==> config.mk <==
export PLATFORM = sky130hd
export DESIGN_NAME = fetch_stage
export DESIGN_NICKNAME = d
export VERILOG_FILES = /design/src/rtl/fetch_stage.sv
export SDC_FILE = /design/constraint.sdc
export NUM_CORES = 1
export LEC_CHECK = 0
export ABC_CLOCK_PERIOD_IN_PS = 3700
export BUFFER_PORTS_ARGS = -buffer_cell sky130_fd_sc_hd__buf_2
export CORE_AREA = 8 8 135 137
export CTS_CLUSTER_SIZE = 24
export DETAILED_ROUTE_END_ITERATION = 6
export DIE_AREA = 0 0 143 145
export GPL_TIMING_DRIVEN = 1
export PLACE_DENSITY = 0.61
export SLEW_MARGIN = 20
export SYNTH_ARGS = -nofsm -noshare
export SYNTH_HDL_FRONTEND = slang
export SYNTH_SLANG_ARGS = --single-unit
==> constraint.sdc <==
create_clock -name clk -period 3.7 [get_ports clk]
set_input_delay 0.37 -clock clk [delete_from_list [all_inputs] [get_ports clk]]
set_output_delay 0.37 -clock clk [all_outputs]
set_load 0.02 [all_outputs]
==> src/rtl/fetch_stage.sv <==
// ---------------------------------------------------------------------------
// fetch_stage
//
// Instruction-fetch stage and IF/ID pipeline register of the 5-stage MIPS
// core. Owns the program counter, presents it to instruction memory, and
// captures the returned word together with its PC+4 into IF/ID.
//
// Each rising edge applies exactly one action, highest priority first:
//   REDIRECT  branch_taken     : load branch target, flush IF/ID to a bubble
//   STALL     hazard_detected  : hold PC and every IF/ID field
//   MISS      !imem_valid      : hold PC, push a bubble into IF/ID
//   ADVANCE   otherwise        : PC += 4, capture fetched word into IF/ID
//
// Parameters:
//   RESET_PC   PC loaded on reset
//   NOP_INSTR  word written into IF/ID for bubbles
//
// Ports:
//   clk, rst_n        clock (rising edge) and async active-low reset
//   hazard_detected   load-use stall request
//   branch_taken      redirect request
//   branch_target     redirect address (bits [1:0] ignored)
//   imem_addr         current PC, straight from the PC register
//   imem_rdata        instruction word at imem_addr (combinational read)
//   imem_valid        imem_rdata is valid this cycle
//   IFID_instr        registered instruction
//   IFID_pc_plus4     registered PC+4 of that instruction
//   IFID_valid        IF/ID holds a real instruction
//   IFID_reg_rs/rt    rs/rt fields of IFID_instr (not gated by IFID_valid)
//
// Optional feature (macro FETCH_PERF_CNT_EN):
//   perf_stall_cycles, perf_flush_count, perf_miss_cycles -- 32-bit
//   saturating event counters for STALL, REDIRECT and MISS cycles.
// ---------------------------------------------------------------------------
module fetch_stage #(
  parameter logic [31:0] RESET_PC  = 32'h0000_0000,
  parameter logic [31:0] NOP_INSTR = 32'h0000_0000
) (
  input  logic        clk,
  input  logic        rst_n,
  input  logic        hazard_detected,
  input  logic        branch_taken,
  input  logic [31:0] branch_target,
  output logic [31:0] imem_addr,
  input  logic [31:0] imem_rdata,
  input  logic        imem_valid,
  output logic [31:0] IFID_instr,
  output logic [31:0] IFID_pc_plus4,
  output logic        IFID_valid,
  output logic [4:0]  IFID_reg_rs,
  output logic [4:0]  IFID_reg_rt
`ifdef FETCH_PERF_CNT_EN
  ,
  output logic [31:0] perf_stall_cycles,
  output logic [31:0] perf_flush_count,
  output logic [31:0] perf_miss_cycles
`endif
);

  typedef enum logic [1:0] {
    ACT_REDIRECT,
    ACT_STALL,
    ACT_MISS,
    ACT_ADVANCE
  } action_e;

  // The PC is kept word-aligned by construction: reset value and branch
  // targets are masked, and +4 never touches bits [1:0].
  localparam logic [31:0] RESET_PC_ALIGNED = {RESET_PC[31:2], 2'b00};

  action_e     action;

  logic [31:0] pc_q, pc_d;
  logic [31:0] pc_plus4;
  logic [31:0] instr_q, instr_d;
  logic [31:0] pc_plus4_q, pc_plus4_d;
  logic        valid_q, valid_d;

  // Priority decode of the per-edge action.
  always_comb begin
    action = ACT_ADVANCE;
    if (branch_taken) begin
      action = ACT_REDIRECT;
    end else if (hazard_detected) begin
      action = ACT_STALL;
    end else if (!imem_valid) begin
      action = ACT_MISS;
    end
  end

  // Modulo-2^32 increment; 32'hFFFF_FFFC wraps to 0 silently.
  assign pc_plus4 = pc_q + 32'd4;

  // Next-state for the PC and the IF/ID register.
  always_comb begin
    pc_d       = pc_q;
    instr_d    = instr_q;
    pc_plus4_d = pc_plus4_q;
    valid_d    = valid_q;
    unique case (action)
      ACT_REDIRECT: begin
        pc_d       = {branch_target[31:2], 2'b00};
        instr_d    = NOP_INSTR;
        pc_plus4_d = 32'd0;
        valid_d    = 1'b0;
      end
      ACT_STALL: begin
        // Everything holds.
      end
      ACT_MISS: begin
        instr_d    = NOP_INSTR;
        pc_plus4_d = 32'd0;
        valid_d    = 1'b0;
      end
      ACT_ADVANCE: begin
        pc_d       = pc_plus4;
        instr_d    = imem_rdata;
        pc_plus4_d = pc_plus4;
        valid_d    = 1'b1;
      end
      default: begin
      end
    endcase
  end

  always_ff @(posedge clk or negedge rst_n) begin
    if (!rst_n) begin
      pc_q       <= RESET_PC_ALIGNED;
      instr_q    <= NOP_INSTR;
      pc_plus4_q <= 32'd0;
      valid_q    <= 1'b0;
    end else begin
      pc_q       <= pc_d;
      instr_q    <= instr_d;
      pc_plus4_q <= pc_plus4_d;
      valid_q    <= valid_d;
    end
  end

  assign imem_addr     = pc_q;
  assign IFID_instr    = instr_q;
  assign IFID_pc_plus4 = pc_plus4_q;
  assign IFID_valid    = valid_q;
  assign IFID_reg_rs   = instr_q[25:21];
  assign IFID_reg_rt   = instr_q[20:16];

`ifdef FETCH_PERF_CNT_EN
  logic [31:0] stall_cnt_q, stall_cnt_d;
  logic [31:0] flush_cnt_q, flush_cnt_d;
  logic [31:0] miss_cnt_q,  miss_cnt_d;

  // Each counter bumps at most once per edge and sticks at all-ones.
  always_comb begin
    stall_cnt_d = stall_cnt_q;
    flush_cnt_d = flush_cnt_q;
    miss_cnt_d  = miss_cnt_q;
    if ((action == ACT_STALL) && (stall_cnt_q != 32'hFFFF_FFFF)) begin
      stall_cnt_d = stall_cnt_q + 32'd1;
    end
    if ((action == ACT_REDIRECT) && (flush_cnt_q != 32'hFFFF_FFFF)) begin
      flush_cnt_d = flush_cnt_q + 32'd1;
    end
    if ((action == ACT_MISS) && (miss_cnt_q != 32'hFFFF_FFFF)) begin
      miss_cnt_d = miss_cnt_q + 32'd1;
    end
  end

  always_ff @(posedge clk or negedge rst_n) begin
    if (!rst_n) begin
      stall_cnt_q <= 32'd0;
      flush_cnt_q <= 32'd0;
      miss_cnt_q  <= 32'd0;
    end else begin
      stall_cnt_q <= stall_cnt_d;
      flush_cnt_q <= flush_cnt_d;
      miss_cnt_q  <= miss_cnt_d;
    end
  end

  assign perf_stall_cycles = stall_cnt_q;
  assign perf_flush_count  = flush_cnt_q;
  assign perf_miss_cycles  = miss_cnt_q;
`endif

endmodule

==> flow_summary.ini, run 1 <==
[worst_setup_path]
critPathCaptureType = flip-flop
worst_ep_arrival_time_ns = 2.42
cp.required_ns = 3.92
crit_chain = ha_1 -> and4_4 -> nand4_4 -> nor4_2 -> mux2i_1 -> a221o_1
crit_path_top_delay_cell = dfrtp_1
cp_max_fo = 9
path_class = flip-flop to flip-flop
worst_setup_path_start_kind = flip-flop
slowest_delay_ns = 0.43

[clocking]
cts.sinks = 93
max-clock-path-buffers = 2
root_buffer = clkbuf_16
clkTransAtPathRegs_ns = 0.07
cts_buffers = 9
cts_hold_buf = 0
cts-htree-levels = 3
tritoncts = yes
clock_latency_ns = 0.34
cts_resized = 0
post-cts-setup-buffers = 0

[floorplan]
die_area_um2 = 20700
initial_core_util_pct = 29.2
fp.dieH_um = 145
die_w_um = 143
row_count = 47
ios = 176
core_area_um2 = 16200

[placement]
io_buffer_count = 169
post_dp_cell_area_um2 = 5670
routabilityCongestion = 0.789
hpwl_um = 10300

[drt]
route.detailed.drc = 0
drt_iter0_drc = 260
antenna_left = 0
firstDrtPassIters = 6
vias = 4201
wl_per_cell_um = 16.3
wl_um = 14600
vias_per_cell = 4.71

[timing]
fin_skew_ns = 0.0103
finalHoldViolCount = 0
whs_ns = 0.0566
fin_crit_sh_pct = 59.2
rsz0062_at_grt = false
finalSetupViolations = 0
finalSetupTns_ns = 0
fmax_mhz = 456
layout_min_cycle_time_ns = 2.19
max_slew_margin_pct = 49.4
worst_pin_slew_ns = 0.756
final_max_slew_viol_count = 0

[pwr]
comb_power_share_pct = 21.7
vdd_drop_max_uv = 202
power_density_nw_per_um2 = 452
p_clk_share_pct = 33.0
p_int_uw = 1830
p_sw_uw = 873
power_frac_seq_pct = 45.3
leakage_uw = 0.00279
swShare_pct = 32.4

[logic_synthesis]
synth_top_area_share_pct = 49.4
synth_edf_count = 0
syn_inst = 527
avgSynthCellArea_um2 = 8.95
seq_area_frac_synth_pct = 49.4
async_reset_ff_share_pct = 100
ys.flop_type = dfrtp_1
syn_area_um2 = 4710
synth.area.top_cells = dfrtp_1, nand2_1, o21ai_0, xor2_1, a21oi_1
synth_seq_cells = 93
synth_top_area_cell = dfrtp_1
synth_cell_type_count = 46
yosys_warnings = 0

[cells_and_area]
diodes = 0
nets = 740
design_area_um2 = 5970
layout_common_cells = buf_2, nand2_1, dfrtp_1
layout_commonest_cell = buf_2
drive_above_1_share_pct = 30.8
area_growth_pct = 26.6

[global_routing]
grt_usage_pct = 14.0
grt_pass1_vias = 4219
overflow = 0
antenna_found_initial = 0
grt_max_degree = 77
grt_pass1_wl_um = 23100

[run]
maxCapViolCount = 0

[outcome]
status = finished clean

[min_path]
hold_path.class = input pin to async pin
## layout make-up
| type | instances | area, um2 |
|---|---|---|
| clock buffers | 14 | 274 |
| clock inverters | 1 | 5.00 |
| fillers | 1678 | 10200 |
| inverters | 5 | 18.8 |
| multi-input cells | 384 | 2170 |
| flip-flops and latches | 93 | 2330 |
| well taps | 220 | 275 |
| repair buffers | 175 | 901 |
## cells in the mapped netlist, drive strengths merged (3+ instances only)
| library cell | instances |
|---|---|
| mux2i | 6 |
| nor4 | 3 |
| nand4 | 7 |
| ha | 3 |
| o22ai | 12 |
| and2 | 3 |
| inv | 4 |
| nor3 | 4 |
| a221o | 6 |
| a22oi | 3 |
| nor2 | 15 |
| xor2 | 16 |
| a21oi | 26 |
| or2 | 7 |
| o21ai | 68 |
| nand3 | 19 |
| dfrtp | 93 |
| nand2 | 130 |
| nand2b | 3 |
| xnor2 | 12 |
| clkbuf | 25 |
| buf | 23 |
| and3 | 8 |
| o31ai | 4 |
| a2bb2oi | 8 |
| and4 | 6 |
## sequential cells by signal (all words and copies together), names as in the netlist
register,cells
IFID_valid,1
IFID_instr,32
IFID_pc_plus4,30
imem_addr,30
## power groups by stage
stage / logic (uW) / registers [uW] / clock network [uW]
final: 585 / 1220 / 892
after global routing: 644 / 1240 / 964
after CTS: 596 / 1220 / 927
after detailed placement: 594 / 1240 / 0
after floorplan: 281 / 1310 / 0
after global placement: 589 / 1240 / 0
## kinds of logic (layout without fill, tap and decap cells)
logic type | count (synthesis) | after routing | synth area share, %
simple gates | 209 | 209 | 21.3
compound gates | 134 | 134 | 16.6
flops | 93 | 93 | 49.4
buf+inv | 53 | 195 | 5.44
xor+xnor | 28 | 28 | 5.20
mux | 6 | 6 | 1.27
fa+ha+maj | 3 | 3 | 0.796
other cells | 1 | 4 | 0.0795
## critical path: cells and delay by family, from the launching register on
family / cells / cell delay, ns
compound gates: 1 / 0.27
simple gates: 3 / 0.92
fa+ha+maj: 1 / 0.32
flops: 1 / 0.43
mux: 1 / 0.13
## metal layers
layer,up-vias,wire length (um),GRT usage (%)
met5,-,0,0
met2,145,6540,21.5
met1,1961,6760,18.7
met3,13,1060,3.41
li1,2082,-,-
met4,0,207,4.68
## path summary, 6_finish.rpt
path	start	to	slack, ns	cells past startpoint
setup / recovery	imem_addr[2]	imem_addr[28]	1.51	6
hold / removal	rst_n	IFID_pc_plus4[13]	0.06	1
setup reg to reg	imem_addr[2]	imem_addr[28]	1.51	6
hold reg to reg	IFID_pc_plus4[5]	IFID_pc_plus4[5]	0.48	2
max in group asynchronous	rst_n	IFID_instr[4]	2.90	2
min in group clk	branch_target[29]	imem_addr[29]	0.25	2
## through the flow
stage / util [%] / worst slack (ns) / instances / power, uW
CTS: 36.8 / 1.35 / 891 / 2740
global placement: 35.1 / 1.04 / 876 / 1830
finish: 36.9 / 1.51 / 892 / 2700
global route: 36.9 / 1.36 / 892 / 2850
floorplan: - / 1.65 / 530 / 1590
detailed placement: 35.1 / 0.975 / 876 / 1830
(Power assumes the default switching activity.)
==> inputs of run 2 (changes only) <==
--- a/config.mk
+++ b/config.mk
@@ -5,14 +5,14 @@
 export SDC_FILE = /design/constraint.sdc
 export NUM_CORES = 1
 export LEC_CHECK = 0
-export ABC_CLOCK_PERIOD_IN_PS = 3700
+export ABC_CLOCK_PERIOD_IN_PS = 2000
 export BUFFER_PORTS_ARGS = -buffer_cell sky130_fd_sc_hd__buf_2
 export CORE_AREA = 8 8 135 137
 export CTS_CLUSTER_SIZE = 24
 export DETAILED_ROUTE_END_ITERATION = 6
 export DIE_AREA = 0 0 143 145
 export GPL_TIMING_DRIVEN = 1
-export PLACE_DENSITY = 0.61
+export PLACE_DENSITY = 0.63
 export SLEW_MARGIN = 20
 export SYNTH_ARGS = -nofsm -noshare
 export SYNTH_HDL_FRONTEND = slang
==> constraint.sdc (replaced) <==
create_clock -name clk -period 2 [get_ports clk]
set_input_delay 0.2 -clock clk [delete_from_list [all_inputs] [get_ports clk]]
set_output_delay 0.2 -clock clk [all_outputs]
set_load 0.02 [all_outputs]
==> run 2 against run 1 <==
Sequential cell count unchanged. Non-clock buffer count up 40. Design area up 6.8%. Largest cell class unchanged. Largest power group unchanged.
==> flow_summary.ini, run 2 (synthesized netlist as in run 1, its figures left out) <==
[outcome]
status = finished clean

[global_routing]
grt_usage_pct = 15.0
grt_pass1_vias = 4464
grt_max_degree = 74
overflow = 0
grt_pass1_wl_um = 24600
antenna_found_initial = 0

[timing]
finalSetupViolations = 0
layout_min_cycle_time_ns = 1.91
max_slew_margin_pct = 48.1
fmax_mhz = 525
finalSetupTns_ns = 0
final_max_slew_viol_count = 0
fin_skew_ns = 0.00786
worst_pin_slew_ns = 0.775
fin_crit_sh_pct = 95.3
finalHoldViolCount = 0

[worst_setup_path]
worst_ep_arrival_time_ns = 2.18
crit_path_top_delay_cell = or4_4
path_class = flip-flop to flip-flop
crit_chain = and4_4 -> nand4_4 -> or4_4 -> or3_1 -> nand3_1
worst-path-buf-inv = 0
worst_setup_path_start_kind = flip-flop
slowest_delay_ns = 0.53
critPathCaptureType = flip-flop
cp.required_ns = 2.28
critical-path-top-delay-family = simple AND/OR/NAND/NOR gates
cp_max_fo = 5

[clocking]
cts-htree-levels = 3
cts_buffers = 9
clock_latency_ns = 0.35
clkTransAtPathRegs_ns = 0.07
tritoncts = yes
post-cts-setup-buffers = 0
root_buffer = clkbuf_16
cts.sinks = 93
max-clock-path-buffers = 2

[run]
maxCapViolCount = 0

[floorplan]
die_w_um = 143
initial_core_util_pct = 29.2
fp.dieH_um = 145
ios = 176
die_area_um2 = 20700
core_area_um2 = 16200
row_count = 47

[drt]
wl_um = 15500
vias_per_cell = 4.69
wl_per_cell_um = 16.6
firstDrtPassIters = 4
route.detailed.drc = 0
drt_iter0_drc = 228
antenna_left = 0
vias = 4377

[cells_and_area]
design_area_um2 = 6370
final_util_pct = 39.4
area_growth_pct = 35.1
nFillCells = 1640
layoutNonFillerInstCount = 933
largest_reg_flops = 32
nets = 780
diodes = 0
drive_above_1_share_pct = 35.5
layout_common_cells = buf_2, nand2_1, dfrtp_1
layout_commonest_cell = buf_2

[placement]
io_buffer_count = 169
hpwl_um = 11500
post_dp_cell_area_um2 = 6030
routabilityCongestion = 0.805
dpl.cell_count = 916

[pwr]
power_uw = 5410
power_density_nw_per_um2 = 850
leakage_uw = 0.00302
vdd_drop_max_uv = 434

[min_path]
hold_path.class = input pin to flip-flop
run 2: changes by cell type in the layout (fill, tap and decap cells not counted), moves of 3 or more:
| cell | change |
|---|---|
| buf_4 | +38 |
| buf_12 | +3 |
| dfrtp_1 | -3 |
| dfrtp_2 | +3 |
run 2: path summary, 6_finish.rpt:
| path | from | to | slack [ns] | depth (start not counted) |
|---|---|---|---|---|
| min in group asynchronous | rst_n | IFID_instr[10] | 0.33 | 2 |
| min | branch_target[29] | imem_addr[29] | 0.08 | 2 |
| max in group asynchronous | rst_n | imem_addr[7] | 1.05 | 3 |
| max | imem_addr[3] | imem_addr[25] | 0.09 | 5 |
| max reg2reg | imem_addr[3] | imem_addr[25] | 0.09 | 5 |
| min reg2reg | IFID_instr[11] | IFID_instr[11] | 0.48 | 2 |
run 2: cell type report:
type                            count  area, um2  share of cell area, %
Clock inverter                      4       72.6                   1.14
Multi-Input combinational cell    384       2190                   34.4
Timing Repair Buffer              215       1230                   19.4
Clock buffer                       12        246                   3.87
Sequential cell                    93       2330                   36.6
Inverter                            5       18.8                  0.295
Tap cell                          220        275                   4.32
run 2: timing repair:
action                     4_1_cts  5_1_grt
hold buffers                     1        0
resized for setup                0        3
setup endpoints to repair        0        7
hold endpoints to repair        23        0
run 2: routing by layer:
metal  share of wire (%)  track usage (%)  vias up
met5                   0                0        -
met1                  45             19.1     2055
met2                  46             23.6      137
met3                 8.4             4.76       11
met4                 1.1             4.84        0
li1                    -                -     2174
run 2: report_power, final:
part | switching (uW) | total, uW | internal (uW)
Combinational | 855 | 1410 | 551
Sequential | 104 | 2140 | 2040
Clock | 739 | 1870 | 1130
run 2: metrics by stage:
stage                     setup WS (ns)  hold WS [ns]
after floorplan                 0.00429       -0.0956
after global placement           0.0546         0.140
after detailed placement         0.0270         0.142
after CTS                        0.0542        0.0620
after global routing            -0.0247        0.0769
final                            0.0935        0.0798
==> inputs of run 3 (changes only) <==
--- a/config.mk
+++ b/config.mk
@@ -13,6 +13,7 @@
 export DIE_AREA = 0 0 143 145
 export GPL_TIMING_DRIVEN = 1
 export PLACE_DENSITY = 0.63
+export RECOVER_POWER = 100
 export SLEW_MARGIN = 20
 export SYNTH_ARGS = -nofsm -noshare
 export SYNTH_HDL_FRONTEND = slang
==> run 3 against run 2 <==
Sequential share of layout area rose by 1.2 points. Final cell count is the same. Non-clock buffer count unchanged. Register-to-register slack hardly changed. Total power decreased by 1.1%. Sequential cell count is the same. Critical endpoint unchanged. Highest routed layer unchanged.
==> flow_summary.ini, run 3 (synthesized netlist as in run 1, its figures left out) <==
[clocking]
root_buffer = clkbuf_16
clock_latency_ns = 0.35
cts_buffers = 9
clkTransAtPathRegs_ns = 0.07
cts.sinks = 93
cts-htree-levels = 3
post-cts-setup-buffers = 0
max-clock-path-buffers = 2
tritoncts = yes

[worst_setup_path]
crit_path_top_delay_cell = or4_4
worst-path-buf-inv = 0
critical-path-top-delay-family = simple AND/OR/NAND/NOR gates
worst_ep_arrival_time_ns = 2.18
critPathCaptureType = flip-flop
slowest_delay_ns = 0.54
cp-startpoint = imem_addr[3]
path_class = flip-flop to flip-flop
crit_chain = and4_4 -> nand4_4 -> or4_4 -> or3_1 -> nand3_1
rr_worst_depth = 5
crit_path_end = imem_addr[25]
rr_startpoint = imem_addr[3]
cp_max_fo = 5
worst_setup_path_start_kind = flip-flop
r2r_slack_ns = 0.1
cp.required_ns = 2.28
reg2reg_to = imem_addr[25]
crit_cells = 5

[drt]
wl_per_cell_um = 16.7
top_layer = met4
route.detailed.drc = 0
wl_met1_um = 7110
antenna_left = 0
wl_met2_um = 7010
wl_um = 15600
drt_iter0_drc = 232
firstDrtPassIters = 4
vias = 4386
vias_per_cell = 4.70
wl_met3_um = 1270

[timing]
final_max_slew_viol_count = 0
max_slew_margin_pct = 47.7
fin_crit_sh_pct = 95.1
finalHoldViolCount = 0
finalSetupViolations = 0
fmax_mhz = 526
finalSetupTns_ns = 0
layout_min_cycle_time_ns = 1.90
fin_skew_ns = 0.00753
worst_pin_slew_ns = 0.782

[cells_and_area]
area_growth_pct = 31.0
layout_commonest_cell = nand2_1
layoutNonFillerInstCount = 933
regArea_um2 = 2330
final_util_pct = 38.2
design_area_um2 = 6170
multiInputGateArea_um2 = 2170
drive_above_1_share_pct = 20.3
nFillCells = 1696
diodes = 0
layout_common_cells = nand2_1, clkbuf_1, dfrtp_1
nets = 780
largest_reg_flops = 32

[floorplan]
ios = 176
die_area_um2 = 20700
die_w_um = 143
fp.dieH_um = 145
row_count = 47
core_area_um2 = 16200
initial_core_util_pct = 29.2

[pwr]
vdd_drop_max_uv = 432
leakage_uw = 0.00261
power_density_nw_per_um2 = 867
power_uw = 5360

[global_routing]
overflow = 0
grt_pass1_vias = 4464
antenna_found_initial = 0
grt_max_degree = 74
grt_usage_pct = 15.0
grt_pass1_wl_um = 24600

[placement]
hpwl_um = 11500
dpl.cell_count = 916
io_buffer_count = 169
routabilityCongestion = 0.805
post_dp_cell_area_um2 = 6030

[run]
maxCapViolCount = 0

[min_path]
hold_path.class = input pin to flip-flop

[outcome]
status = finished clean
[run 3: cell types whose count changed in the layout (fill, tap and decap cells not counted), sizes merged]
cell    delta
buf      -112
clkbuf   +112
[run 3: timing repair]
action                                  4_1_cts  5_1_grt
endpoints found under the setup margin        0        7
hold buffers                                  1        0
hold endpoints to repair                     23        0
gates resized for setup                       0        3
[run 3: area by class of cell]
cell class	instances	share of cell area (%)
multi-input combinational	384	35.1
tap	220	4.46
sequential	93	37.8
clock buffer	12	3.99
clock inverter	4	1.18
inverter	5	0.304
timing repair buffer	215	17.2
[run 3: metrics by stage]
step,hold WS [ns],setup WS [ns]
2_1_floorplan,-0.0956,0.00429
3_3_place_gp,0.140,0.0546
3_5_place_dp,0.142,0.0270
4_1_cts,0.0620,0.0542
5_1_grt,0.0769,-0.0229
6_report,0.0793,0.0983
[run 3: worst min path at each step]
| stage | start | endpoint | slack, ns | depth (start not counted) |
|---|---|---|---|---|
| 2_1_floorplan | rst_n | IFID_instr[0] | -0.1 | 0 |
| 3_3_place_gp | rst_n | IFID_instr[10] | 0.14 | 1 |
| 3_5_place_dp | rst_n | IFID_instr[10] | 0.14 | 1 |
| 4_1_cts | branch_target[29] | imem_addr[29] | 0.06 | 2 |
| 5_1_grt | branch_target[27] | imem_addr[27] | 0.08 | 2 |
| 6_report | branch_target[29] | imem_addr[29] | 0.08 | 2 |
[run 3: where the power goes]
part | internal [uW] | switching, uW
clock network | 1130 | 742
registers | 2040 | 106
logic | 489 | 854
[run 3: per-layer routing]
| layer | GRT usage, % | vias up |
|---|---|---|
| li1 | - | 2170 |
| met1 | 19.1 | 2075 |
| met2 | 23.6 | 130 |
| met3 | 4.76 | 11 |
| met4 | 4.84 | 0 |
| met5 | 0 | - |
